==> src/rtl/flag_cond_unit_if.sv <==
// rtl/flag_cond_unit_if.sv - ALU flag / condition-evaluation interface
interface flag_cond_unit_if;
  logic       flagWrite;
  logic       C;
  logic       L;
  logic       F;
  logic       Z;
  logic       N;
  logic       condReq;
  logic [3:0] cond;
  logic       saveFlags;
  logic       restoreFlags;
  logic       condTrue;
  logic       condValid;
  logic [4:0] psr;

  modport master (
    output flagWrite, C, L, F, Z, N, condReq, cond, saveFlags, restoreFlags,
    input  condTrue, condValid, psr
  );

  modport slave (
    input  flagWrite, C, L, F, Z, N, condReq, cond, saveFlags, restoreFlags,
    output condTrue, condValid, psr
  );
endinterface

==> src/rtl/flag_cond_unit.sv <==
// rtl/flag_cond_unit.sv - PSR latch with shadow copy and branch condition evaluator
module flag_cond_unit #(
  parameter bit BYPASS = 1'b1
) (
  input logic              clk,
  input logic              reset,
  flag_cond_unit_if.slave  bus
);
  typedef enum logic {IDLE, EVAL} state_t;

  state_t     state;
  state_t     state_next;
  logic [4:0] psr_q;
  logic [4:0] shadow_q;
  logic [4:0] in_flags;
  logic [4:0] src;
  logic       cond_true_q;
  logic       eval;
  logic       cond_valid;

  assign in_flags = {bus.C, bus.L, bus.F, bus.Z, bus.N};

  // Restore beats a same-cycle flag write; save always captures the pre-edge PSR, so save+restore swaps.
  always_ff @(posedge clk) begin
    if (reset) begin
      psr_q    <= 5'b0;
      shadow_q <= 5'b0;
    end else begin
      if (bus.restoreFlags)
        psr_q <= shadow_q;
      else if (bus.flagWrite)
        psr_q <= in_flags;
      if (bus.saveFlags)
        shadow_q <= psr_q;
    end
  end

  always_ff @(posedge clk) begin
    if (reset) begin
      state       <= IDLE;
      cond_true_q <= 1'b0;
    end else begin
      state <= state_next;
      if (bus.condReq)
        cond_true_q <= eval;
    end
  end

  // Only a flag write bypasses; a restore is evaluated against the stored PSR.
  always_comb begin
    src  = (BYPASS && bus.flagWrite) ? in_flags : psr_q;
    eval = 1'b0;
    case (bus.cond)
      4'b0000: eval =  src[1];
      4'b0001: eval = ~src[1];
      4'b0010: eval =  src[4];
      4'b0011: eval = ~src[4];
      4'b0100: eval =  src[3];
      4'b0101: eval = ~src[3];
      4'b0110: eval =  src[0];
      4'b0111: eval = ~src[0];
      4'b1000: eval =  src[2];
      4'b1001: eval = ~src[2];
      4'b1010: eval = ~src[3] & ~src[1];
      4'b1011: eval =  src[3] |  src[1];
      4'b1100: eval = ~src[0] & ~src[1];
      4'b1101: eval =  src[0] |  src[1];
      4'b1110: eval = 1'b1;
      default: eval = 1'b0;
    endcase
  end

  // A reset arriving while in EVAL suppresses the pending pulse.
  always_comb begin
    state_next = IDLE;
    cond_valid = 1'b0;
    case (state)
      IDLE: if (bus.condReq) state_next = EVAL;
      EVAL: begin
        cond_valid = ~reset;
        if (bus.condReq) state_next = EVAL;
      end
      default: state_next = IDLE;
    endcase
  end

  assign bus.condTrue  = cond_true_q;
  assign bus.condValid = cond_valid;
  assign bus.psr       = psr_q;
endmodule

==> src/flat_wrapper.sv <==
// flat-port wrapper written by rule: the top's interface ports become plain ports
module flag_cond_unit_flat 
#(
  parameter bit BYPASS = 1'b1
)
  (clk, reset, bus_flagWrite, bus_C, bus_L, bus_F, bus_Z, bus_N, bus_condReq, bus_cond, bus_saveFlags, bus_restoreFlags, bus_condTrue, bus_condValid, bus_psr);
  flag_cond_unit_if bus_i ();
  input logic clk;
  input logic reset;
  input wire logic [$bits(bus_i.flagWrite)-1:0] bus_flagWrite;
  input wire logic [$bits(bus_i.C)-1:0] bus_C;
  input wire logic [$bits(bus_i.L)-1:0] bus_L;
  input wire logic [$bits(bus_i.F)-1:0] bus_F;
  input wire logic [$bits(bus_i.Z)-1:0] bus_Z;
  input wire logic [$bits(bus_i.N)-1:0] bus_N;
  input wire logic [$bits(bus_i.condReq)-1:0] bus_condReq;
  input wire logic [$bits(bus_i.cond)-1:0] bus_cond;
  input wire logic [$bits(bus_i.saveFlags)-1:0] bus_saveFlags;
  input wire logic [$bits(bus_i.restoreFlags)-1:0] bus_restoreFlags;
  output wire logic [$bits(bus_i.condTrue)-1:0] bus_condTrue;
  output wire logic [$bits(bus_i.condValid)-1:0] bus_condValid;
  output wire logic [$bits(bus_i.psr)-1:0] bus_psr;
  assign bus_i.flagWrite = bus_flagWrite;
  assign bus_i.C = bus_C;
  assign bus_i.L = bus_L;
  assign bus_i.F = bus_F;
  assign bus_i.Z = bus_Z;
  assign bus_i.N = bus_N;
  assign bus_i.condReq = bus_condReq;
  assign bus_i.cond = bus_cond;
  assign bus_i.saveFlags = bus_saveFlags;
  assign bus_i.restoreFlags = bus_restoreFlags;
  assign bus_condTrue = bus_i.condTrue;
  assign bus_condValid = bus_i.condValid;
  assign bus_psr = bus_i.psr;
  flag_cond_unit #(.BYPASS(BYPASS)) u_core (.clk(clk), .reset(reset), .bus(bus_i));
endmodule
==> config.mk <==
export PLATFORM = sky130hd
export DESIGN_NAME = flag_cond_unit_flat
export DESIGN_NICKNAME = d
export VERILOG_FILES = /design/src/rtl/flag_cond_unit_if.sv /design/src/rtl/flag_cond_unit.sv /design/src/flat_wrapper.sv
export SDC_FILE = /design/constraint.sdc
export NUM_CORES = 1
export LEC_CHECK = 0
export CORE_MARGIN = 2
export CORE_UTILIZATION = 45
export CTS_BUF_LIST = sky130_fd_sc_hd__clkbuf_8 sky130_fd_sc_hd__clkbuf_16
export CTS_CLUSTER_DIAMETER = 40
export DETAILED_ROUTE_END_ITERATION = 7
export GPL_ROUTABILITY_DRIVEN = 0
export PLACE_DENSITY_LB_ADDON = 0.05
export REMOVE_ABC_BUFFERS = 1
export SLEW_MARGIN = 20
export SYNTH_ARGS = -nofsm -noshare
export SYNTH_HDL_FRONTEND = slang
export SYNTH_SLANG_ARGS = --single-unit
==> constraint.sdc <==
create_clock -name clk -period 1.9 [get_ports clk]
set_clock_uncertainty 0.2 [all_clocks]
set_input_delay 0.38 -clock clk [delete_from_list [all_inputs] [get_ports clk]]
set_output_delay 0.38 -clock clk [all_outputs]
set_load 0.005 [all_outputs]
==> reports/metrics.cfg <==
[status]
status = complete, no violations

[timing]
period_needed_ns = 1.859
max_freq_ghz = 0.5379
rsz0062_at_grt = false
period_share_pct = 97.84
maxSlewViolCount = 0
hold_slack_ns = 0.2886
slew-limit-headroom_pct = 76.96
finalHoldViolations = 0
setup_viol = 0
worstMarginPinSlew_ns = 0.3448
setup_tns_ns = 0

[place]
hpwl_um = 1331
io_buffers = 21

[clocking]
ctsHoldBuffers = 0
htree_levels = 1
root_buffer = clkbuf_8
clkLatencyLatePin_ns = 0.23
cts_sinks = 12
clk_pin_slew_worst_paths_ns = 0.05
cts_tree = built
cts_buffer_depth = 2
cts_made_buffers = 3

[floorplan]
io-pin-count = 22
start_util_pct = 48.52
fp-row-count = 14
fp.dieW_um = 44.54
die_area_um2 = 1983
coreArea_um2 = 1524
die_y_um = 44.54

[synth]
yosysWarnings = 0
synth.area.top_cells = dfxtp_1 32%, mux2i_1 15%, nor2_1 8.1%
ys_seq_area_share_pct = 32.49
synth_top_area_cell = dfxtp_1
synth_compound_gate_area_share_pct = 7.614
avgSynthCellArea_um2 = 8.909
synth_mux_area_share_pct = 24.53
synth_cell_type_count = 28
synth.most_common_cell = nor2_1
synth_xor_area_share_pct = 1.184
synth_common_cells = 16 x nor2_1, 12 x dfxtp_1, 11 x mux2i_1
synth_async_sr_flop_share_pct = 0
netlist_area_um2 = 739.5
ys_ff_latch = 12
yosys.area.top_type_share_pct = 32.49
synth_fa_ha_area_share_pct = 0
syn_inst = 83
synthFlopType = dfxtp_1
synth_edf_count = 0
synth_top_family_by_area = simple AND/OR/NAND/NOR gates
synthSimpleGateAreaFrac_pct = 28.60

[final_layout]
finalNetCount = 131
drive_above_1_share_pct = 20.18
areaGrowthSynthToFinish_pct = 47.21
insertedDiodeCount = 0

[setup_path]
r2r-end = u_core.bus.condTrue
r2r_start = u_core.bus.psr[1]
reg2reg_slack_ns = 0.24
crit_path_cell_trace = clkdlybuf4s50_1 -> mux4_2 -> xnor2_2 -> nor3b_2 -> o31a_1
slowest_delay_ns = 0.49
r2r_cells = 5
path_buf_inv = 1
endpoint_kind = register
cpMaxStageDelayCell = mux4_2
start_kind = input pin
crit_cells = 5
arrival_ns = 1.78
path_delay_family = multiplexers
crit_fanout = 2
worstSetupPathType = in -> reg
cp.required_ns = 1.82

[detailed_routing]
ant_nets = 0
drtPass1Iterations = 4
drc_errors = 0
drt_wl_total_um = 1703
first_iter_violations = 22
post_drt_wl_per_cell_um = 13.10
num_vias = 707
vias_per_cell = 5.438

[pwr]
power_frac_comb_pct = 24.2
powerDensity_nw_per_um2 = 596.6
p_clk_share_pct = 33.9
switchingPower_mw = 0.1549
ir_drop_mv = 0.5193
pwr-share-seq_pct = 41.8
p_int_mw = 0.4945
total_power_mw = 0.6494
netSwitchingFraction_pct = 23.85
power.leakage_nw = 0.4794

[hold_path]
hold_start = u_core.shadow_q[1]
hold_path_class = reg -> reg
worstHoldPathCells = 2
min_to = u_core.bus.psr[1]

[global_route]
grt_first_pass_wirelength_um = 2877
track_usage_pct = 20.05
grt_pass1_vias = 655
grt_start_max_net_pins = 13
antenna_found_initial = 0
gr-total-overflow = 0

[flow_run]
cap_violations = 0

==> final cells by class <==
class | count | area [um^2]
clock buffers | 3 | 41.29
well taps | 16 | 20.02
inverters | 1 | 3.754
repair buffers | 34 | 307.8
flip-flops and latches | 12 | 240.2
fillers | 126 | 435.4
multi-input cells | 64 | 475.5
==> metal layers <==
metal / share of wire (%) / wire length [um] / vias up / global-route usage, %
li1: - / - / 362 / -
met5: 0 / 0 / - / 0
met4: 1.1 / 19 / 0 / 9.091
met1: 48 / 823 / 324 / 26.20
met3: 4.9 / 83 / 2 / 5.306
met2: 46 / 776 / 19 / 30.72
==> flip-flops by register name, summed over array words and instances (netlist names) <==
signal,cells
u_core.bus.psr,5
u_core.shadow_q,5
u_core.bus.condTrue,1
u_core.state,1
==> worst max path at each step <==
stage                   from                   to
6_report               bus_C  u_core.bus.condTrue
5_1_grt                bus_C  u_core.bus.condTrue
4_1_cts                bus_L  u_core.bus.condTrue
3_5_place_dp   bus_flagWrite  u_core.bus.condTrue
3_3_place_gp   bus_flagWrite  u_core.bus.condTrue
2_1_floorplan  bus_flagWrite  u_core.bus.condTrue
==> metrics by stage <==
stage	setup slack (ns)	cell area [um^2]	instances	utilization [%]
finish	0.04098	1089	130	71.43
global route	0.003303	1089	130	71.43
CTS	0.01529	1065	130	69.87
detailed placement	-0.4074	1030	127	67.57
global placement	-0.3797	1030	127	67.57
floorplan	0.2306	701.9	77	-
==> kinds of logic (layout without fill, tap and decap cells) <==
group	count (synthesis)	in the layout
flops	12	12
simple gates	40	40
xor+xnor	1	1
compound gates	8	8
mux	15	15
buf+inv	7	38
==> power groups by stage <==
stage	clock network, mW	registers (mW)	logic, mW
2_1_floorplan	0	0.274	0.0579
3_3_place_gp	0	0.276	0.153
3_5_place_dp	0	0.276	0.154
4_1_cts	0.227	0.271	0.151
5_1_grt	0.239	0.273	0.172
6_report	0.220	0.272	0.157
==> layout by cell type, fill, tap and decap left out, drive strengths merged, types with 2 or more instances in the layout <==
master,count
nand2,2
dlymetal6s2s,2
dlygate4sd2,4
mux2,2
mux4,2
mux2i,11
nor3b,3
nand3,2
clkdlybuf4s50,14
nor3,7
nor2,16
buf,13
dfxtp,12
clkbuf,3
a21oi,3
nor2b,3
nor4,2
==> repair_timing <==
| action | in CTS | in global routing |
|---|---|---|
| resized for setup | 5 | 7 |
| pin swaps | 0 | 1 |
| buffers inserted | 0 | 0 |
| endpoints found under the setup margin | 2 | 1 |
| gates cloned | 0 | 0 |
==> tightest hold or removal path, cell delays in order (launching register included) <==
cell and delay, ns:
dfxtp_1 0.33, a21oi_1 0.06, nor2_1 0.07
Power figures use the tool's default switching activity.
